===== src/rtl/cr_cddip_pipe_watchdog.sv =====
// Pipe hang watchdog: times busy-without-progress stalls, raises a sticky irq/halt and counts hangs.
// Define CR_CDDIP_WDOG_SNAPSHOT_EN to capture pipe_cmds/isf_cmds on each expiry.
module cr_cddip_pipe_watchdog #(
    parameter int TMR_W  = 24,
    parameter int HANG_W = 8
) (
    input  logic              clk,
    input  logic              rst,
    input  logic [7:0]        pipe_cmds,
    input  logic [7:0]        isf_cmds,
    input  logic              osf_cqe_exit,
    input  logic              isf_cqe_exit,
    input  logic              wdog_en,
    input  logic [TMR_W-1:0]  wdog_timeout,
    input  logic              irq_clr,
    output logic              wdog_irq,
    output logic              wdog_halt,
    output logic [1:0]        wdog_state,
    output logic [TMR_W-1:0]  stall_timer,
    output logic [HANG_W-1:0] hang_cnt,
    output logic [7:0]        snap_pipe_cmds,
    output logic [7:0]        snap_isf_cmds
);

    typedef enum logic [1:0] {
        IDLE    = 2'd0,
        ARMED   = 2'd1,
        EXPIRED = 2'd2
    } wdog_state_e;

    wdog_state_e      state;
    logic             progress;
    logic             active;
    logic             cmds_busy;
    logic             stall_hit;
    logic             expire_evt;
    logic [TMR_W:0]   timer_inc;

    function automatic logic [HANG_W-1:0] sat_inc(input logic [HANG_W-1:0] v);
        return (&v) ? v : v + {{(HANG_W-1){1'b0}}, 1'b1};
    endfunction

    assign progress   = osf_cqe_exit | isf_cqe_exit;
    assign active     = wdog_en & (wdog_timeout != '0);
    assign cmds_busy  = (pipe_cmds != 8'h0);
    // One extra bit so a timer at all-ones cannot wrap past the live timeout.
    assign timer_inc  = {1'b0, stall_timer} + {{TMR_W{1'b0}}, 1'b1};
    assign stall_hit  = (timer_inc >= {1'b0, wdog_timeout});
    assign expire_evt = (state == ARMED) & active & cmds_busy & ~progress & stall_hit;
    assign wdog_state = state;

    always_ff @(posedge clk or posedge rst) begin
        if (rst) begin
            state       <= IDLE;
            stall_timer <= '0;
            hang_cnt    <= '0;
            wdog_irq    <= 1'b0;
            wdog_halt   <= 1'b0;
        end else begin
            case (state)
                IDLE: begin
                    stall_timer <= '0;
                    if (active && cmds_busy) begin
                        state <= ARMED;
                    end
                end
                ARMED: begin
                    if (!active || !cmds_busy) begin
                        state       <= IDLE;
                        stall_timer <= '0;
                    end else if (progress) begin
                        stall_timer <= '0;
                    end else if (stall_hit) begin
                        state     <= EXPIRED;
                        wdog_irq  <= 1'b1;
                        wdog_halt <= 1'b1;
                        hang_cnt  <= sat_inc(hang_cnt);
                    end else begin
                        stall_timer <= timer_inc[TMR_W-1:0];
                    end
                end
                EXPIRED: begin
                    // Timer stays frozen and progress is ignored until software or disable releases it.
                    if (!active) begin
                        state       <= IDLE;
                        stall_timer <= '0;
                        wdog_irq    <= 1'b0;
                        wdog_halt   <= 1'b0;
                    end else if (irq_clr) begin
                        state       <= cmds_busy ? ARMED : IDLE;
                        stall_timer <= '0;
                        wdog_irq    <= 1'b0;
                        wdog_halt   <= 1'b0;
                    end
                end
                default: begin
                    state       <= IDLE;
                    stall_timer <= '0;
                end
            endcase
        end
    end

`ifdef CR_CDDIP_WDOG_SNAPSHOT_EN
    always_ff @(posedge clk or posedge rst) begin
        if (rst) begin
            snap_pipe_cmds <= 8'h0;
            snap_isf_cmds  <= 8'h0;
        end else if (expire_evt) begin
            snap_pipe_cmds <= pipe_cmds;
            snap_isf_cmds  <= isf_cmds;
        end
    end
`else
    logic snap_unused;
    assign snap_unused    = ^{isf_cmds, expire_evt};
    assign snap_pipe_cmds = 8'h0;
    assign snap_isf_cmds  = 8'h0;
`endif

endmodule


===== config.mk =====
export PLATFORM = sky130hd
export DESIGN_NAME = cr_cddip_pipe_watchdog
export DESIGN_NICKNAME = d
export VERILOG_FILES = /design/src/rtl/cr_cddip_pipe_watchdog.sv
export SDC_FILE = /design/constraint.sdc
export NUM_CORES = 1
export LEC_CHECK = 0
export BUFFER_PORTS_ARGS = -buffer_cell sky130_fd_sc_hd__buf_4
export CAP_MARGIN = 20
export CORE_ASPECT_RATIO = 0.7
export CORE_MARGIN = 2
export CORE_UTILIZATION = 40
export CTS_CLUSTER_DIAMETER = 60
export DETAILED_ROUTE_END_ITERATION = 6
export GPL_TIMING_DRIVEN = 1
export PLACE_DENSITY = 0.69
export SYNTH_ARGS = -nofsm -noshare
export SYNTH_HDL_FRONTEND = slang
export SYNTH_SLANG_ARGS = --single-unit

===== constraint.sdc =====
create_clock -name clk -period 4.4 [get_ports clk]
set_clock_uncertainty 0.1 [all_clocks]
set_input_delay 0.44 -clock clk [delete_from_list [all_inputs] [get_ports clk]]
set_output_delay 0.44 -clock clk [all_outputs]
set_load 0.005 [all_outputs]

# Word level (Yosys, flattened, before mapping)
# Cells that the tools add are included.
dict set report op_classes {
  addsub 2
  n_lt_le_gt_ge 1
  eq_ne 10
  mux 20
  n_bitwise 5
  reduce_logical 13
}
# operator n
set op_table {}
lappend op_table {{24-bit two-way mux} 5}
lappend op_table {{24-bit one-hot mux with 2 select lines} 1}
lappend op_table {{24-bit by 1-bit adder with 25-bit output (second input constant)} 1}
lappend op_table {{25-bit by 24-bit greater-or-equal comparator with 1-bit output} 1}
lappend op_table {{24-bit nonzero test} 1}
lappend op_table {{2-bit two-way mux} 6}
lappend op_table {{5-bit AND reduction} 2}
lappend op_table {{8-bit by 1-bit adder with 8-bit output (second input constant)} 1}
lappend op_table {{2-bit != test (second input constant)} 4}
lappend op_table {{8-bit AND reduction} 1}
lappend op_table {{8-bit nonzero test} 1}
lappend op_table {{1-bit two-way mux} 6}
lappend op_table {{3-bit by 2-bit != test with 1-bit output (second input constant)} 2}
lappend op_table {{2-bit one-hot mux with 3 select lines} 1}
lappend op_table {{4-bit by 3-bit != test with 1-bit output (second input constant)} 1}
lappend op_table {{4-bit AND reduction} 1}
lappend op_table {{3-bit != test (second input constant)} 1}
lappend op_table {{1-bit inverter} 3}
lappend op_table {{2-bit by 1-bit == test with 1-bit output (second input constant)} 1}
lappend op_table {{2-bit == test (second input constant)} 1}
lappend op_table {{1-bit zero test} 2}
lappend op_table {{2-bit zero test} 1}
lappend op_table {{1-bit one-hot mux with 2 select lines} 1}
lappend op_table {{2-bit AND reduction} 1}
lappend op_table {{other kinds (5)} 5}
dict set report word_totals {
  regBits 35
  out_inout_bits 52
  word_cells 55
}

# Longest topological paths before layout
dict set report depth {
  word_depth 6
  ltp_mapped 17
}

# Least setup slack after synthesis
# OpenSTA, ideal clock, no wires.
dict set report synth_path {
  path_kind {reg2reg}
  from {register stall_timer[12]}
  to {register stall_timer[10]}
  setup_time_ns 0.121
  arrival_ns 3.264
  slack_ns 0.915
  path_stages_with_launch 16
  synth_period_minus_slack_ns 3.485
  cell_sequence {dfrtp_1 -> and4_4 -> nand4_4 -> nor4_1 -> and3_1 -> xor2_1 -> ha_1 -> nand3_1 -> nor2_1 -> nand3_1 -> a311o_2 -> buf_4 -> nand2_4 -> nor2_1 -> buf_6 -> a22o_1}
}
dict set report synth_via {
  elab_chain_len 4
}
# element line_no
set synth_lines {}
lappend synth_lines {{start, declared} 19} ;# output logic [TMR_W-1:0] stall_timer,
lappend synth_lines {{start signal, assigned} 79} ;# stall_timer <= timer_inc[TMR_W-1:0];
lappend synth_lines {{24-bit by 1-bit adder with 25-bit output} 47} ;# assign timer_inc = {1'b0, stall_timer} + {{TMR_W{1'b0}}, 1'b1};
lappend synth_lines {{25-bit by 24-bit greater-or-equal comparator with 1-bit output} 48} ;# assign stall_hit = (timer_inc >= {1'b0, wdog_timeout});
lappend synth_lines {{4-bit by 3-bit != test with 1-bit output (no line)} --}
lappend synth_lines {{2-bit AND reduction (no line)} --}
# Every way passes these cells.
# A chain may end at the register's enable or synchronous reset.

# Worst setup path in the final report
dict set report layout_path {
  from {register stall_timer[5]}
  to {register stall_timer[10]}
}
dict set report layout_via {
  elab_chain_len 5
  elab_cells_between_ends 8
  classes_between {add/sub: 1; order compare: 1; eq/ne: 1; mux: 4; reduce/logical: 1}
}
# element line_no
set layout_lines {}
lappend layout_lines {{24-bit by 1-bit adder with 25-bit output (*)} 47}
lappend layout_lines {{branches (longest 4 deep; another with 25-bit by 24-bit greater-or-equal comparator with 1-bit output)} --}
# Every way passes the cells marked *. The select of a mux whose other input is x is not followed.

==> impl_results.md <==
- Setup violators final: 0
- Via density per instance: roughly 5.4
- Crit path max fanout: 14
- Die X: 105 um
- Core ar.: roughly 6800 um^2
- Detailed placer's ending HPWL: around 6.1 mm
- CTS tree: built
- Final Cycle Share: 92.5%
- Post-synth EDFFs: 0
- CTS Hold Buffers Added: 0
- Asr flop ratio synth: 100%
- Fin area: 3580 um^2
- Ports: 98
- Worst vdd ir: 0.102 mV
- Seq/Total Area, Yosys: between 30% and 40%
- Worst Setup End Kind: flip-flop
- Antenna cells: 0
- DR iter-0 viols: approximately 150
- Hold violation total from the final report: 0
- Die height: 74.7 um
- Least-Margin Pin Slew: 0.651 ns
- Final antenna-violating net count: 0
- Share of layout cells above drive strength 1: around 26%
- Initial Utilization: approximately two fifths
- Max Slew Vio Count: 0
- Netlist Area Pre-Place: roughly 2900 um^2
- Max transition margin: between 50 and 60%
- Worst setup SP type: flip-flop
- Final WS setup: between 0.3 and 0.4 ns
- Clock buffer depth: 2
- Cells after Synth: approximately 320
- R2R depth: 15
- P per Cell Area: around 200 nW/um^2
- Vias in the first global route: between 2k and 2.5k
- Area grow syn2layout: 25.4%
- Largest net degree at the start of global routing: 36
- FP Rows: 25
- Max stage delay on crit path: 0.54 ns
- GRT Residual Overflow: 0
- Required time worst endpoint: between 4 and 5 ns
- Status: finished, final reports clean
- Area after DPL: approximately 3500 um^2
- Global router's overall resource usage: 20.0%
- Clock latency on the worst-skew pair: around 0.30 ns
- # Post-CTS Setup Buffers: 0
- Htree depth: 2
- Final Critical Period: a little over 4 ns
- Reg2reg start: stall_timer[5]
- Initial antenna violation count: 0
- Total vias in the final route: 2682
- Worst hold path type: input pin to asynchronous set/reset pin
- NumNets Final: roughly 470
- Port Buf Inserts: between 70 and 80
- Worst EP arrival: 4.21 ns
- # resized after CTS: 0
- Tot Pwr: 702 uW
- Syn Area/Cell: between 8 and 9 um^2
- Final cell count without fillers: 495
- Clk pin slew, worst setup/hold paths: approximately 0.080 ns
- DR WL/cell: ~16 um
- RR Endpoint: stall_timer[10]
- Critical path type: flip-flop to flip-flop
- DRC: 0
- RSZ-0062 raised after global routing: false
- Total Neg Setup Slack: 0 ns
- Pleak: 0.00183 uW
- Cell breakdown of the critical path: and4_1 -> nand3_1 -> nor2_1 -> and3_1 -> nand2_1 -> xnor2_1 -> ha_1 -> nand3_1 -> or2_2 -> a41oi_1 -> nor2_2 -> buf_4 -> a21oi_4 -> or2_1 -> a22o_1
- Clock root buffer: clkbuf_8
- Reg2Reg Setup Slack: ~0.33 ns
- CTS Sinks: 35
- Total wire length: 7.77 mm
- Pre-antenna DRT Iters: 4
- CTS buffer count: 5
- Max Freq: ~250 MHz
- Yosys cell types: 49
- Global-route wire length before repair: ~12 mm
- Placed cells: slightly below 500
- DIE AREA: about 8000 um^2
- Max-cap violation count: 0
- Yosys warns: 0
- Worst path most repeated cell: nand3_1
- Post-synth top flop: dfrtp_1
- Final RePlAce weighted congestion: around 0.96
- DP Worst Slack: ~0.4 ns
- Crit-path slowest cell: or2_1
- Number of synthesized register bits: 35
cell usage after synthesis, types with 8 or more instances:
| cell type | number | area [um^2] |
|---|---|---|
| nand2_1 | 18 | 67.6 |
| o21ai_0 | 17 | 85.1 |
| a21oi_1 | 12 | 60.1 |
| a31oi_1 | 9 | 56.3 |
| nand4_1 | 10 | 62.6 |
| ha_1 | 26 | 325 |
| nor4_1 | 11 | 68.8 |
| buf_4 | 19 | 143 |
| nand3_1 | 16 | 80.1 |
| dfrtp_1 | 35 | 876 |
| xnor2_1 | 20 | 175 |
| and3_1 | 8 | 50.1 |
| nor2_1 | 12 | 45.0 |
| inv_1 | 32 | 120 |
| a22o_1 | 13 | 114 |
report_power, final:
group | switching, uW | internal (uW) | leakage [uW]
Sequential | 1.06 | 322 | 0.000487
Combinational | 36.9 | 33.9 | 0.00128
Clock | 136 | 172 | 0.0000587
Total | 174 | 528 | 0.00183
cells by family (layout without fill, tap and decap cells):
family,count (synthesis),count (layout),synth area share (%)
XOR/XNOR,26,26,7.98
buffers and inverters,60,125,11.4
AND/OR/NAND/NOR,98,98,19.5
flip-flops,35,35,30.7
AO/OA/AOI/OAI,74,74,18.5
other,1,16,0.131
multiplexers,1,1,0.395
adder cells (fa/ha/maj),26,26,11.4
metrics by stage:
step	hold WS, ns	utilization, %
detailed placement	0.397	50.7
CTS	0.155	52.4
finish	0.140	52.4
global route	0.198	52.4
global placement	0.384	50.7
floorplan	0.380	-
state kept, by name, indices dropped and copies added (netlist names):
| name | cells |
|---|---|
| hang_cnt | 8 |
| wdog_halt | 1 |
| wdog_state | 2 |
| stall_timer | 24 |
routing by layer:
layer	wire, um	vias to the layer above	GRT usage (%)
met5	0	-	0
met4	113	0	5.48
met3	469	13	3.20
met2	3460	96	31.5
met1	3720	1269	28.8
li1	-	1304	-
worst max-delay path: cells and delay by family, from the launching register on:
family                     cells  cell delay [ns]
DFF                            1             0.45
xor gates and xnor gates       1             0.14
adders and majority gates      1             0.30
and+or+nand+nor                9             2.21
AOI/OAI and AO/OA              3             0.64
buffers and inverters          1             0.18
cell type report:
type / count / area (um^2)
Clock buffer: 5 / 68.8
Clock inverter: 3 / 47.5
Fill cell: 661 / 3240
Inverter: 32 / 120
Multi-Input combinational cell: 241 / 1710
Sequential cell: 35 / 876
Tap cell: 94 / 118
Timing Repair Buffer: 85 / 638
layout by cell type (no fill, tap or decap), types with 4 or more instances in the layout:
cell,count
buf_4,85
dfrtp_1,35
inv_1,32
ha_1,26
xnor2_1,20
nand2_1,18
o21ai_0,17
nand3_1,16
conb_1,16
a22o_1,13
nor2_1,12
a21oi_1,12
nor4_1,11
nand4_1,10
a31oi_1,9
and3_1,8
xor2_1,6
and2_1,5
o31ai_1,5
clkbuf_8,5
a41oi_1,4
worst max path at each step:
| stage | slack [ns] | to | cells past startpoint | start |
|---|---|---|---|---|
| after global placement | 0.48 | stall_timer[14] | 15 | stall_timer[5] |
| after detailed placement | 0.40 | stall_timer[10] | 15 | stall_timer[5] |
| final | 0.33 | stall_timer[10] | 15 | stall_timer[5] |
| after floorplan | 0.91 | stall_timer[10] | 15 | stall_timer[12] |
| after CTS | 0.36 | stall_timer[22] | 15 | stall_timer[5] |
| after global routing | 0.14 | stall_timer[22] | 15 | stall_timer[5] |
No activity file was read; power rests on OpenSTA's default activity.
